$ cat src/rtl/digit_classify_ctrl.sv
// rtl/digit_classify_ctrl.sv - digit recognizer sequencer: walks classes x pixels, accumulates dot products, tracks argmax
// One run per switch rising edge; the recognized digit is held on LED until the next result.
module digit_classify_ctrl #(
  parameter int NUM_PIXELS  = 784,
  parameter int NUM_CLASSES = 10,
  parameter int PIX_AW      = 10,
  parameter int WGT_AW      = 13,
  parameter int ACC_W       = 24
) (
  input  logic              clk,
  input  logic              rst_n,
  input  logic              switch,
  output logic [PIX_AW-1:0] pix_addr,
  input  logic [7:0]        pix_data,
  output logic [WGT_AW-1:0] wgt_addr,
  input  logic [7:0]        wgt_data,
  output logic              busy,
  output logic              done,
  output logic [7:0]        LED
);

  typedef enum logic [2:0] {S_IDLE, S_RUN, S_DRAIN, S_CMP, S_DONE} state_t;

  localparam logic [PIX_AW-1:0] PIX_LAST = PIX_AW'(NUM_PIXELS - 1);
  localparam logic [3:0]        CLS_LAST = 4'(NUM_CLASSES - 1);

  state_t                   state_q;
  logic                     sw_meta_q, sw_sync_q, sw_edge_q;
  logic [PIX_AW-1:0]        pix_q, pix_addr_q;
  logic [WGT_AW-1:0]        wgt_addr_q;
  logic [3:0]               class_q, best_idx_q, digit_q;
  logic signed [ACC_W-1:0]  acc_q, best_score_q;
  logic                     rd_valid_q, busy_q, done_q, valid_q;

  logic                     start_d;
  logic signed [8:0]        px_s;
  logic signed [7:0]        w_s;
  logic signed [ACC_W-1:0]  prod_d, acc_d;
  logic                     take_d;
  logic [3:0]               best_idx_d;

  assign start_d    = sw_sync_q & ~sw_edge_q;
  assign px_s       = {1'b0, pix_data};
  assign w_s        = wgt_data;
  assign prod_d     = ACC_W'(px_s) * ACC_W'(w_s);
  assign acc_d      = acc_q + prod_d;
  // Strict compare so ties keep the earlier (lower) class.
  assign take_d     = (class_q == 4'd0) || (acc_q > best_score_q);
  assign best_idx_d = take_d ? class_q : best_idx_q;

  always_ff @(posedge clk or negedge rst_n) begin
    if (!rst_n) begin
      state_q      <= S_IDLE;
      sw_meta_q    <= 1'b0;
      sw_sync_q    <= 1'b0;
      sw_edge_q    <= 1'b0;
      pix_q        <= '0;
      pix_addr_q   <= '0;
      wgt_addr_q   <= '0;
      class_q      <= '0;
      best_idx_q   <= '0;
      digit_q      <= '0;
      acc_q        <= '0;
      best_score_q <= '0;
      rd_valid_q   <= 1'b0;
      busy_q       <= 1'b0;
      done_q       <= 1'b0;
      valid_q      <= 1'b0;
    end else begin
      sw_meta_q  <= switch;
      sw_sync_q  <= sw_meta_q;
      sw_edge_q  <= sw_sync_q;
      done_q     <= 1'b0;
      // Memory data returns one cycle after each address issued in RUN.
      rd_valid_q <= (state_q == S_RUN);
      if (rd_valid_q) acc_q <= acc_d;

      case (state_q)
        S_IDLE, S_DONE: begin
          if (start_d) begin
            class_q    <= '0;
            pix_q      <= '0;
            acc_q      <= '0;
            pix_addr_q <= '0;
            wgt_addr_q <= '0;
            valid_q    <= 1'b0;
            busy_q     <= 1'b1;
            state_q    <= S_RUN;
          end
        end
        S_RUN: begin
          if (pix_q == PIX_LAST) begin
            state_q <= S_DRAIN;
          end else begin
            pix_q      <= pix_q + 1'b1;
            pix_addr_q <= pix_q + 1'b1;
            wgt_addr_q <= wgt_addr_q + 1'b1;
          end
        end
        S_DRAIN: state_q <= S_CMP;
        S_CMP: begin
          if (take_d) best_score_q <= acc_q;
          best_idx_q <= best_idx_d;
          acc_q      <= '0;
          pix_q      <= '0;
          if (class_q == CLS_LAST) begin
            digit_q <= best_idx_d;
            valid_q <= 1'b1;
            done_q  <= 1'b1;
            busy_q  <= 1'b0;
            state_q <= S_DONE;
          end else begin
            // Weight rows are contiguous, so the next class starts one past the last address.
            class_q    <= class_q + 1'b1;
            pix_addr_q <= '0;
            wgt_addr_q <= wgt_addr_q + 1'b1;
            state_q    <= S_RUN;
          end
        end
        default: state_q <= S_IDLE;
      endcase
    end
  end

  assign pix_addr = pix_addr_q;
  assign wgt_addr = wgt_addr_q;
  assign busy     = busy_q;
  assign done     = done_q;
  assign LED      = {busy_q, 2'b00, valid_q, digit_q};

endmodule

$ cat config.mk
export PLATFORM = sky130hd
export DESIGN_NAME = digit_classify_ctrl
export DESIGN_NICKNAME = d
export VERILOG_FILES = /design/src/rtl/digit_classify_ctrl.sv
export SDC_FILE = /design/constraint.sdc
export NUM_CORES = 1
export LEC_CHECK = 0
export ABC_CLOCK_PERIOD_IN_PS = 6400
export BUFFER_PORTS_ARGS = -buffer_cell sky130_fd_sc_hd__buf_4
export CORE_MARGIN = 2
export CORE_UTILIZATION = 63
export CTS_CLUSTER_DIAMETER = 80
export DETAILED_ROUTE_END_ITERATION = 10
export PLACE_DENSITY = 0.87
export SLEW_MARGIN = 10
export SYNTH_ARGS = -nofsm -noshare
export SYNTH_HDL_FRONTEND = slang
export SYNTH_SLANG_ARGS = --single-unit
$ cat constraint.sdc
create_clock -name clk -period 6.4 [get_ports clk]
set_input_delay 0.32 -clock clk [delete_from_list [all_inputs] [get_ports clk]]
set_output_delay 0.32 -clock clk [all_outputs]
set_load 0.02 [all_outputs]
[Word level (Yosys, flattened, before mapping)]
Index checks and enable logic that the tools add are counted.
Operators by class
  add/subtract/negate cells: 4
  multiply operators: 1
  equality and inequality tests: 11
  reduce and logical (&&, ||, !) cells: 13
  bitwise gates (word level): 2
  magnitude comparators: 1
  muxes and demuxes: 28
Operators by type and width (count)
  $pmux 10 s3: 2
  $mux 24: 2
  $pmux 24 s2: 1
  $mux 13: 3
  $pmux 13 s3: 1
  $mux 10: 3
  $add 24x17->24: 1
  $gt 24x24->1: 1
  $mul 9x8->17: 1
  $add 13x1->13 const B: 1
  $mux 4: 3
  $pmux 3 s4: 1
  $add 10x1->10 const B: 1
  $eq 10x10->1 const B: 1
  $mux 3: 3
  $reduce_and 3->1: 3
  $ne 2x2->1 const B: 4
  $pmux 4 s2: 1
  $eq 3x2->1 const B: 2
  $mux 1: 6
  $reduce_and 2->1: 3
  $add 4x1->4 const B: 1
  $eq 4x4->1 const B: 1
  $logic_not 4->1: 1
  other kinds (12): 13
Word-level totals
  register bits: 103
  input bits: 19
  word-level logic and storage cells: 76
  output and inout port bits: 33

[Depth between registers and ports, before layout]
Gate-level depths: netlist of the first run.
  depth in word-level cells: 5
  mapped depth: 18
  mapped depth without buffers: 18

[Least setup slack after synthesis of the first run]
No wires, ideal clock.
  path kind: in2reg
  from: in pix_data[0]
  to: reg acc_q[23]
  required time: 6.264 ns
  path buffers: 0
  setup time: 0.136 ns
  slack: 1.723 ns
  stages: 15
  arrival time: 4.541 ns
  path through: nand2b_1 -> fa_1 -> fa_1 -> inv_1 -> fa_1 -> fa_1 -> fa_1 -> ha_1 -> o21ai_0 -> o211ai_1 -> a31oi_1 -> o21ai_0 -> mux2i_1 -> a21o_1 -> a21oi_1
On the way
  cells in the longest elaborated chain, start to end: 5
RTL lines
  from (decl): RTL line 14  | input logic [7:0] pix_data,
  $mul 9x8->17 (*): RTL line 45  | assign prod_d = ACC_W'(px_s) * ACC_W'(w_s);
  $add 24x17->24 (*): RTL line 46  | assign acc_d = acc_q + prod_d;
  $mux 24 (*): RTL line 76  | if (rd_valid_q) acc_q <= acc_d;
  $mux 24: RTL line 80  | if (start_d) begin
  $pmux 24 s2 (*): RTL line 78  | case (state_q)
  to (signal assigned): RTL line 63  | acc_q <= '0;
  to (signal assigned): RTL line 76
  to (signal assigned): RTL line 83  | acc_q <= '0;
  to (decl): RTL line 32  | logic signed [ACC_W-1:0] acc_q, best_score_q;
Every way passes the cells marked *; elsewhere a longest branch is shown, timed or not.
A chain may end at the register's enable or synchronous reset.

[Worst setup path in the final report of the first run]
  from: reg acc_q[5]
  to: reg acc_q[23]
On the way
  cells in the longest elaborated chain, start to end: 4
RTL lines (RTL line)
  $add 24x17->24 (*): 46
  $mux 24 (*): 76
  $mux 24: 80
  $pmux 24 s2 (*): 78
Marks and branches as above.

==> results of run 1 <==
==> sequential cells by signal (all words and copies together), names as in the netlist, 4 cells and up <==
register / cells
pix_addr: 10
best_score_q: 24
acc_q: 24
class_q: 4
best_idx_q: 4
pix_q: 10
wgt_addr: 13
digit_q: 4
==> synth_stat cells, types with 11 or more instances <==
library cell,instances,area share [%]
a21oi_1,22,1.3
and2_1,30,2.2
clkbuf_1,13,0.58
dfrtp_1,103,31
fa_1,51,12
ha_1,105,16
inv_1,104,4.7
mux2_4,11,2.0
mux2i_1,27,3.2
nand2_1,88,3.9
nand3_1,13,0.78
nand4_1,16,1.2
nor2_1,69,3.1
o21ai_0,27,1.6
xnor2_1,23,2.4
xor2_1,14,1.5
==> power by group <==
part | leakage (nW) | switching, mW | internal [mW]
registers | 1.35 | 0.165 | 0.808
logic | 3.27 | 1.78 | 1.38
clock network | 0.155 | 0.254 | 0.320
total | 4.78 | 2.19 | 2.51
==> routing by layer <==
metal  global-route usage [%]  wire (µm)  vias up
met2                     42.6       8330      136
met4                     5.74        166        0
met3                     3.64        644       14
li1                         -          -     2978
met5                        0          0        -
met1                     35.1       7480     3064
==> final cells by class <==
type	count	area, µm²
multi-input cells	626	5300
fillers	968	3930
flip-flops and latches	103	2580
repair buffers	54	408
inverters	104	390
clock buffers	10	239
well taps	176	220
clock inverters	6	72.6
==> path summary, 6_finish.rpt <==
kind / to / startpoint / cells past startpoint
min in group asynchronous: pix_addr[9]$_DFFE_PN0P_ / rst_n / 2
hold / removal: sw_meta_q$_DFF_PN0_ / switch / 1
hold reg to reg: sw_sync_q$_DFF_PN0_ / sw_meta_q$_DFF_PN0_ / 0
max in group asynchronous: acc_q[16]$_DFF_PN0_ / rst_n / 3
setup / recovery: acc_q[23]$_DFF_PN0_ / acc_q[5]$_DFF_PN0_ / 17
setup reg to reg: acc_q[23]$_DFF_PN0_ / acc_q[5]$_DFF_PN0_ / 17
==> stage by stage <==
step	setup WS (ns)	hold WS (ns)	cells
floorplan	1.72	0.0244	856
global placement	1.32	0.337	1062
detailed placement	1.19	0.340	1062
CTS	1.49	0.0702	1079
global route	1.14	0.0686	1079
finish	1.45	0.0773	1079
==> cells by family after synthesis <==
| group | share of synthesized area (%) |
|---|---|
| AO/OA/AOI/OAI | 9.43 |
| XOR/XNOR | 3.87 |
| adder cells (fa/ha/maj) | 27.9 |
| buffers and inverters | 6.09 |
| flip-flops | 30.7 |
| multiplexers | 6.40 |
| other | 0.0447 |
| AND/OR/NAND/NOR | 15.6 |
==> worst max-delay path: stages, from the launching register on <==
cell and delay, ns:
dfrtp_1 0.38, inv_1 0.10, fa_1 0.54, inv_1 0.06
fa_1 0.45, ha_1 0.30, inv_1 0.05, fa_1 0.53
inv_1 0.04, ha_1 0.32, ha_1 0.33, a211oi_1 0.44
o211ai_1 0.25, a31oi_1 0.38, o21ai_0 0.18, mux2i_1 0.16
a21o_1 0.18, a21oi_1 0.14
==> impl_metrics.env, run 1 <==
export IMPL_outcome="complete, no violations"
export IMPL_clk_pin_slew_ns=0.07
export IMPL_grt_overflow_total=0
export IMPL_power_mw=4.71
export IMPL_finish_utilization_pct=70.1
export IMPL_design_area_mm2=0.00921
export IMPL_htree_levels=3
export IMPL_start_util_pct=63.8
export IMPL_ctsResizeCount=0
export IMPL_crit_type="reg2reg"
export IMPL_setup_violations=0
export IMPL_cts_buffer_depth=2
export IMPL_async_flop_share_pct=100
export IMPL_crit_required_ns=6.65
export IMPL_coreArea_mm2=0.0131
export IMPL_ir_drop_uv=450
export IMPL_layout_drive_gt1_share_pct=11.1
export IMPL_ys_ff_latch=103
export IMPL_drc=0
export IMPL_final_net_count=1073
export IMPL_detail_route_antenna_nets=0
export IMPL_track_usage_pct=25.3
export IMPL_die_w_um=119
export IMPL_grt_pass1_wl_um=29200
export IMPL_syn_area_per_cell_um2=9.80
export IMPL_tns_ns=0
export IMPL_fmax_mhz=202
export IMPL_pwr_density_cell_mw_per_mm2=511
export IMPL_synth_edf_count=0
export IMPL_synthCells=855
export IMPL_start_kind="flip-flop"
export IMPL_synthFlopType="dfrtp_1"
export IMPL_design_portCount=52
export IMPL_first_pass_iters=5
export IMPL_maxSlewViolCount=0
export IMPL_rsz0062_at_grt="false"
export IMPL_routabilityCongestion=0.866
export IMPL_final_min_clock_period_ns=4.95
export IMPL_antenna_found_initial=0
export IMPL_crit_path_end_kind="flip-flop"
export IMPL_critical_path_max_fanout=5
export IMPL_worst_slew_margin_rel_pct=37.7
export IMPL_routed_wl_um=16600
export IMPL_cts_tree="built"
export IMPL_maxCapViolations=0
export IMPL_yosysWarnings=0
export IMPL_root_buffer="clkbuf_16"
export IMPL_grt_pass1_vias=6244
export IMPL_placementRows=42
export IMPL_final_common_cell="ha_1"
export IMPL_syn2layout_area_growth_pct=9.82
export IMPL_placed_area_mm2=0.00888
export IMPL_postCtsSetupRepairBufs=0
export IMPL_hold_viol=0
export IMPL_synth_area_mm2=0.00838
export IMPL_clock_latency_ns=0.35
export IMPL_ys_seq_area_share_pct=30.7
export IMPL_initialDrtViolationCount=399
export IMPL_viasPerCell=5.74
export IMPL_numCtsBuffers=9
export IMPL_hp_class="in2reg"
export IMPL_num_vias=6192
export IMPL_synth_cell_types=62
export IMPL_grt_max_degree=59
export IMPL_r2r_slack_ns=1.45
export IMPL_portBuffers=49
export IMPL_numClockSinks=103
export IMPL_worstMarginPinSlew_ns=0.933
export IMPL_layout_common_cells="105 x ha_1, 104 x inv_1, 103 x dfrtp_1, 88 x nand2_1, 69 x nor2_1"
export IMPL_post_drt_wl_per_cell_um=15.4
export IMPL_cts_hold_buffers=1
export IMPL_dieHeight_um=119
export IMPL_place_hpwl_um=12800
export IMPL_fin_skew_ns=0.00909
export IMPL_antenna_cells=0
export IMPL_finalCritPeriodShare_pct=77.4
export IMPL_dieArea_mm2=0.0142
export IMPL_arrival_ns=5.21
export IMPL_p_leak_nw=4.78
Note: power is estimated with default switching activity, not from simulation.
==> run 2: changes to the inputs <==
ABC_CLOCK_PERIOD_IN_PS = 4400   (was 6400)
CORE_UTILIZATION = 56   (was 63)
PLACE_DENSITY = 0.82   (was 0.87)
clock period = 4.4 ns   (was 6.4 ns; I/O delays follow)
==> impl_metrics.env, run 2 (synthesis results as in run 1) <==
export IMPL_place_hpwl_um=13300
export IMPL_initialDrtViolationCount=338
export IMPL_antenna_cells=0
export IMPL_fin_skew_ns=0.00671
export IMPL_dieHeight_um=126
export IMPL_start_kind="flip-flop"
export IMPL_layout_common_cells="111 x buf_4, 103 x dfrtp_1, 98 x ha_1, 96 x inv_1, 87 x nand2_1"
export IMPL_worstMarginPinSlew_ns=1.08
export IMPL_pwr_density_cell_mw_per_mm2=822
export IMPL_clk_pin_slew_ns=0.07
export IMPL_p_int_mw=4.50
export IMPL_maxSlewViolCount=0
export IMPL_routabilityCongestion=0.861
export IMPL_hp_start="sw_meta_q$_DFF_PN0_"
export IMPL_placementRows=44
export IMPL_final_min_clock_period_ns=4.42
export IMPL_syn2layout_area_growth_pct=17.2
export IMPL_start_util_pct=57.5
export IMPL_grt_pass1_vias=6472
export IMPL_p_sw_share_pct=44.3
export IMPL_worstReg2RegStart="acc_q[6]$_DFF_PN0_"
export IMPL_rsz0062_at_grt="true"
export IMPL_portBuffers=49
export IMPL_grt_pass1_wl_um=30200
export IMPL_worst_slack_ns=-0.0229
export IMPL_r2r_end="acc_q[23]$_DFF_PN0_"
export IMPL_numCtsBuffers=9
export IMPL_design_area_mm2=0.00983
export IMPL_num_vias=6376
export IMPL_die_w_um=126
export IMPL_antenna_found_initial=0
export IMPL_p_switching_mw=3.58
export IMPL_crit_required_ns=4.59
export IMPL_first_pass_iters=4
export IMPL_worst_slew_margin_rel_pct=27.3
export IMPL_arrival_ns=4.62
export IMPL_instances_no_fill=1147
export IMPL_cts_buffer_depth=2
export IMPL_power_share_clock_pct=9.2
export IMPL_hold_viol=0
export IMPL_track_usage_pct=22.8
export IMPL_ir_drop_uv=657
export IMPL_p_leak_nw=5.05
export IMPL_numClockSinks=103
export IMPL_critical_path_max_fanout=5
export IMPL_violations="setup timing"
export IMPL_layout_drive_gt1_share_pct=20.0
export IMPL_coreArea_mm2=0.0146
export IMPL_power_frac_seq_pct=17.5
export IMPL_detail_route_antenna_nets=0
export IMPL_dieArea_mm2=0.0160
export IMPL_post_drt_wl_per_cell_um=15.2
export IMPL_min_path_cells=0
export IMPL_crit_path_end_kind="flip-flop"
export IMPL_routed_wl_um=17400
export IMPL_finalCritPeriodShare_pct=101
export IMPL_grt_max_degree=63
export IMPL_hold_worst_slack_ns=0.349
export IMPL_viasPerCell=5.56
export IMPL_dpl_worst_slack_ns=-0.387
export IMPL_cts_tree="built"
export IMPL_clock_latency_ns=0.34
export IMPL_design_portCount=52
export IMPL_fmax_mhz=226
export IMPL_grt_overflow_total=0
export IMPL_final_common_cell="buf_4"
export IMPL_hp_class="reg2reg"
export IMPL_setup_violations=2
export IMPL_placed_area_mm2=0.00932
export IMPL_finish_utilization_pct=67.4
export IMPL_r2r_slack_ns=-0.02
export IMPL_maxCapViolations=0
export IMPL_worstHoldEndpoint="sw_sync_q$_DFF_PN0_"
export IMPL_post_place_cells=1121
export IMPL_crit_type="reg2reg"
export IMPL_root_buffer="clkbuf_16"
export IMPL_htree_levels=3
export IMPL_outcome="complete, but fails checks"
export IMPL_worstRegToRegCells=15
export IMPL_p_comb_share_pct=73.4
export IMPL_final_net_count=1133
export IMPL_drc=0
run 2: per-layer routing:
metal,global-route usage (%),vias to the layer above,share of wire [%]
li1,-,3108,-
met1,31.7,3140,47
met2,38.7,113,50
met3,2.66,15,2.8
met4,5.17,0,1.0
met5,0,-,0
run 2: critical path, cell delays in order, from the launching register on:
cell	delay [ns]
dfrtp_1	0.40
fa_2	0.46
fa_1	0.51
inv_2	0.04
fa_1	0.49
inv_2	0.05
fa_2	0.36
fa_1	0.50
ha_4	0.30
o21ai_2	0.06
o211ai_1	0.26
a31oi_2	0.19
o21ai_2	0.20
mux2i_2	0.26
a21o_1	0.14
a21oi_1	0.06
run 2: cell type report:
cell class,instances,area [µm²]
Inverter,104,394
Timing Repair Buffer,114,873
Sequential cell,103,2580
Multi-Input combinational cell,626,5480
Tap cell,184,230
Clock buffer,10,229
Clock inverter,6,47.5
Fill cell,1073,4760
run 2: worst max-delay path by stage:
| stage | start | to | slack, ns | cells past startpoint |
|---|---|---|---|---|
| global route | acc_q[6]$_DFF_PN0_ | acc_q[23]$_DFF_PN0_ | -0.21 | 15 |
| global placement | pix_data[0] | acc_q[23]$_DFF_PN0_ | -0.26 | 16 |
| finish | acc_q[6]$_DFF_PN0_ | acc_q[23]$_DFF_PN0_ | -0.02 | 15 |
| CTS | acc_q[6]$_DFF_PN0_ | acc_q[20]$_DFF_PN0_ | 0.0004 | 15 |
| floorplan | wgt_data[7] | acc_q[23]$_DFF_PN0_ | -0.02 | 15 |
| detailed placement | wgt_data[4] | acc_q[23]$_DFF_PN0_ | -0.39 | 15 |
run 2: metrics by stage:
step / TNS, ns / power, mW
global placement: -1.96 / 6.50
detailed placement: -3.11 / 6.75
finish: -0.0295 / 8.08
global route: -1.15 / 8.87
CTS: 0 / 7.75
floorplan: -0.0211 / 5.03
run 2: timing repair:
item,in CTS,in global routing
buffers inserted,1,7
hold buffers,2,0
endpoints found under the hold margin,62,0
pin swaps,29,20
gates resized for setup,17,18
setup endpoints to repair,11,12
run 2: power by group through the flow:
stage               sequential (mW)  combinational [mW]  clock [mW]
floorplan                      1.40                3.63           0
global placement               1.41                5.10           0
CTS                            1.41                5.59       0.752
global route                   1.44                6.63       0.794
detailed placement             1.42                5.33           0
finish                         1.41                5.93       0.741
==> run 3: changes to the inputs <==
CORE_UTILIZATION = 25   (was 56)
PLACE_DENSITY = 0.46   (was 0.82)
==> impl_metrics.env, run 3 (synthesis results as in run 1) <==
export IMPL_place_hpwl_um=14600
export IMPL_start_util_pct=25.2
export IMPL_antenna_found_initial=0
export IMPL_placementRows=67
export IMPL_arrival_ns=4.57
export IMPL_design_portCount=52
export IMPL_initialDrtViolationCount=238
export IMPL_cts_buffer_depth=2
export IMPL_drc=0
export IMPL_crit_type="reg2reg"
export IMPL_grtUsageMet2_pct=17.2
export IMPL_crit_path_end_kind="flip-flop"
export IMPL_final_net_count=1137
export IMPL_routabilityCongestion=0.762
export IMPL_antenna_cells=0
export IMPL_cpMostUsedCell="fa_1"
export IMPL_syn2layout_area_growth_pct=22.0
export IMPL_htree_levels=3
export IMPL_first_pass_iters=4
export IMPL_worst_slack_ns=0.0715
export IMPL_crit_start="acc_q[4]$_DFF_PN0_"
export IMPL_numClockSinks=103
export IMPL_finalCritPeriodShare_pct=98.4
export IMPL_slowest_stage="fa_1"
export IMPL_grt_pass1_vias=6285
export IMPL_post_drt_wl_per_cell_um=13.0
export IMPL_crit_chain="inv_2 -> fa_1 -> inv_1 -> fa_1 -> ha_1 -> inv_1 -> fa_1 -> inv_2 -> ha_4 -> ha_4 -> fa_2 -> a211oi_2 -> o211ai_1 -> a31o_2 -> nand4b_1 -> a31oi_1 -> xnor2_1 -> o21ai_1"
export IMPL_path_buf_inv=4
export IMPL_fmax_mhz=231
export IMPL_finish_utilization_pct=30.7
export IMPL_hold_viol=0
export IMPL_power_mw=8.15
export IMPL_multi_input_area_mm2=0.00548
export IMPL_ff_latch_area_mm2=0.00258
export IMPL_p_leak_nw=5.09
export IMPL_fin_skew_ns=0.0168
export IMPL_start_kind="flip-flop"
export IMPL_layout_drive_gt1_share_pct=19.9
export IMPL_detail_route_antenna_nets=0
export IMPL_root_buffer="clkbuf_16"
export IMPL_num_vias=6108
export IMPL_clock_latency_ns=0.36
export IMPL_cts_tree="built"
export IMPL_crit_family="adder cells"
export IMPL_setup_violations=0
export IMPL_crit_required_ns=4.64
export IMPL_dieHeight_um=187
export IMPL_dpl_worst_slack_ns=-0.372
export IMPL_instances_no_fill=1415
export IMPL_grt_overflow_total=0
export IMPL_viasPerCell=4.32
export IMPL_layout_common_cells="114 x buf_4, 103 x dfrtp_1, 100 x inv_1, 97 x ha_1, 87 x nand2_1"
export IMPL_top_usage_layer="met2"
export IMPL_outcome="complete, no violations"
export IMPL_rsz0062_at_grt="true"
export IMPL_coreArea_mm2=0.0333
export IMPL_post_place_cells=1393
export IMPL_grt_max_degree=64
export IMPL_final_common_cell="buf_4"
export IMPL_final_min_clock_period_ns=4.33
export IMPL_hp_start="sw_sync_q$_DFF_PN0_"
export IMPL_die_w_um=187
export IMPL_max_stage_delay_ns=0.53
export IMPL_critical_path_max_fanout=3
export IMPL_grt_pass1_wl_um=31800
export IMPL_worstMarginPinSlew_ns=0.818
export IMPL_routed_wl_um=18400
export IMPL_maxCapViolations=0
export IMPL_ir_drop_uv=427
export IMPL_maxSlewViolCount=0
export IMPL_worst_slew_margin_rel_pct=45.4
export IMPL_pwr_density_cell_mw_per_mm2=797
export IMPL_use_met3_pct=1.24
export IMPL_grtUsageMet1_pct=15.9
export IMPL_worstReg2RegStart="acc_q[4]$_DFF_PN0_"
export IMPL_portBuffers=49
export IMPL_clk_pin_slew_ns=0.08
export IMPL_hp_class="reg2reg"
export IMPL_track_usage_pct=10.9
export IMPL_numCtsBuffers=9
export IMPL_dieArea_mm2=0.0350
export IMPL_r2r_slack_ns=0.07
export IMPL_fill_cells=3503
==> run 3: changes by cell type in the layout (fill, tap and decap cells not counted), moves of 3 or more <==
cell      previous run  this run
buf_4              111       114
inv_1               96       100
a31oi_2              3         0
inv_2                7         3
clkinv_4             4         1
==> run 3: metal layers <==
layer	up-vias	routed length [µm]
li1	3107	-
met1	2920	9590
met2	71	8190
met3	10	394
met4	0	190
met5	-	0
==> run 3: worst paths after layout <==
check | endpoint | cells after the start
max | acc_q[20]$_DFF_PN0_ | 18
min | sw_edge_q$_DFF_PN0_ | 0
max reg2reg | acc_q[20]$_DFF_PN0_ | 18
min reg2reg | sw_edge_q$_DFF_PN0_ | 0
max in group asynchronous | best_idx_q[2]$_DFFE_PN0P_ | 3
min in group asynchronous | pix_addr[5]$_DFFE_PN0P_ | 2
==> run 3: worst register-to-register path: stages, from the launching register on <==
cell      delay [ns]
dfrtp_1         0.36
inv_2           0.07
fa_1            0.53
inv_1           0.05
fa_1            0.45
ha_1            0.29
inv_1           0.04
fa_1            0.49
inv_2           0.05
ha_4            0.21
ha_4            0.17
fa_2            0.37
a211oi_2        0.21
o211ai_1        0.16
a31o_2          0.29
nand4b_1        0.13
a31oi_1         0.11
xnor2_1         0.18
o21ai_1         0.07
==> run 3: power by group <==
group          internal (mW)  total (mW)  leakage [nW]  switching [mW]
clock                  0.402       0.802         0.148           0.400
sequential              1.17        1.42          1.35           0.243
combinational           3.03        5.93          3.59            2.90
==> run 3: through the flow <==
step,area (µm²),hold WS (ns),setup TNS (ns)
after floorplan,8420,-0.0756,-0.0211
after global placement,9730,0.332,-2.96
after detailed placement,9730,0.331,-3.21
after CTS,10100,0.383,-0.00563
after global routing,10200,0.388,-0.813
final,10200,0.381,0
==> run 3: area by class of cell <==
cell class | count | area share [%]
multi-input cells | 626 | 53.6
flip-flops and latches | 103 | 25.2
repair buffers | 118 | 8.96
well taps | 448 | 5.48
inverters | 104 | 3.85
clock buffers | 9 | 2.20
clock inverters | 7 | 0.734
==> run 3: repair_timing <==
item	CTS	global route
buffers inserted	1	3
gates resized for setup	17	14
endpoints found under the hold margin	36	0
hold buffers	2	0
pin swaps	26	22
endpoints found under the setup margin	11	11
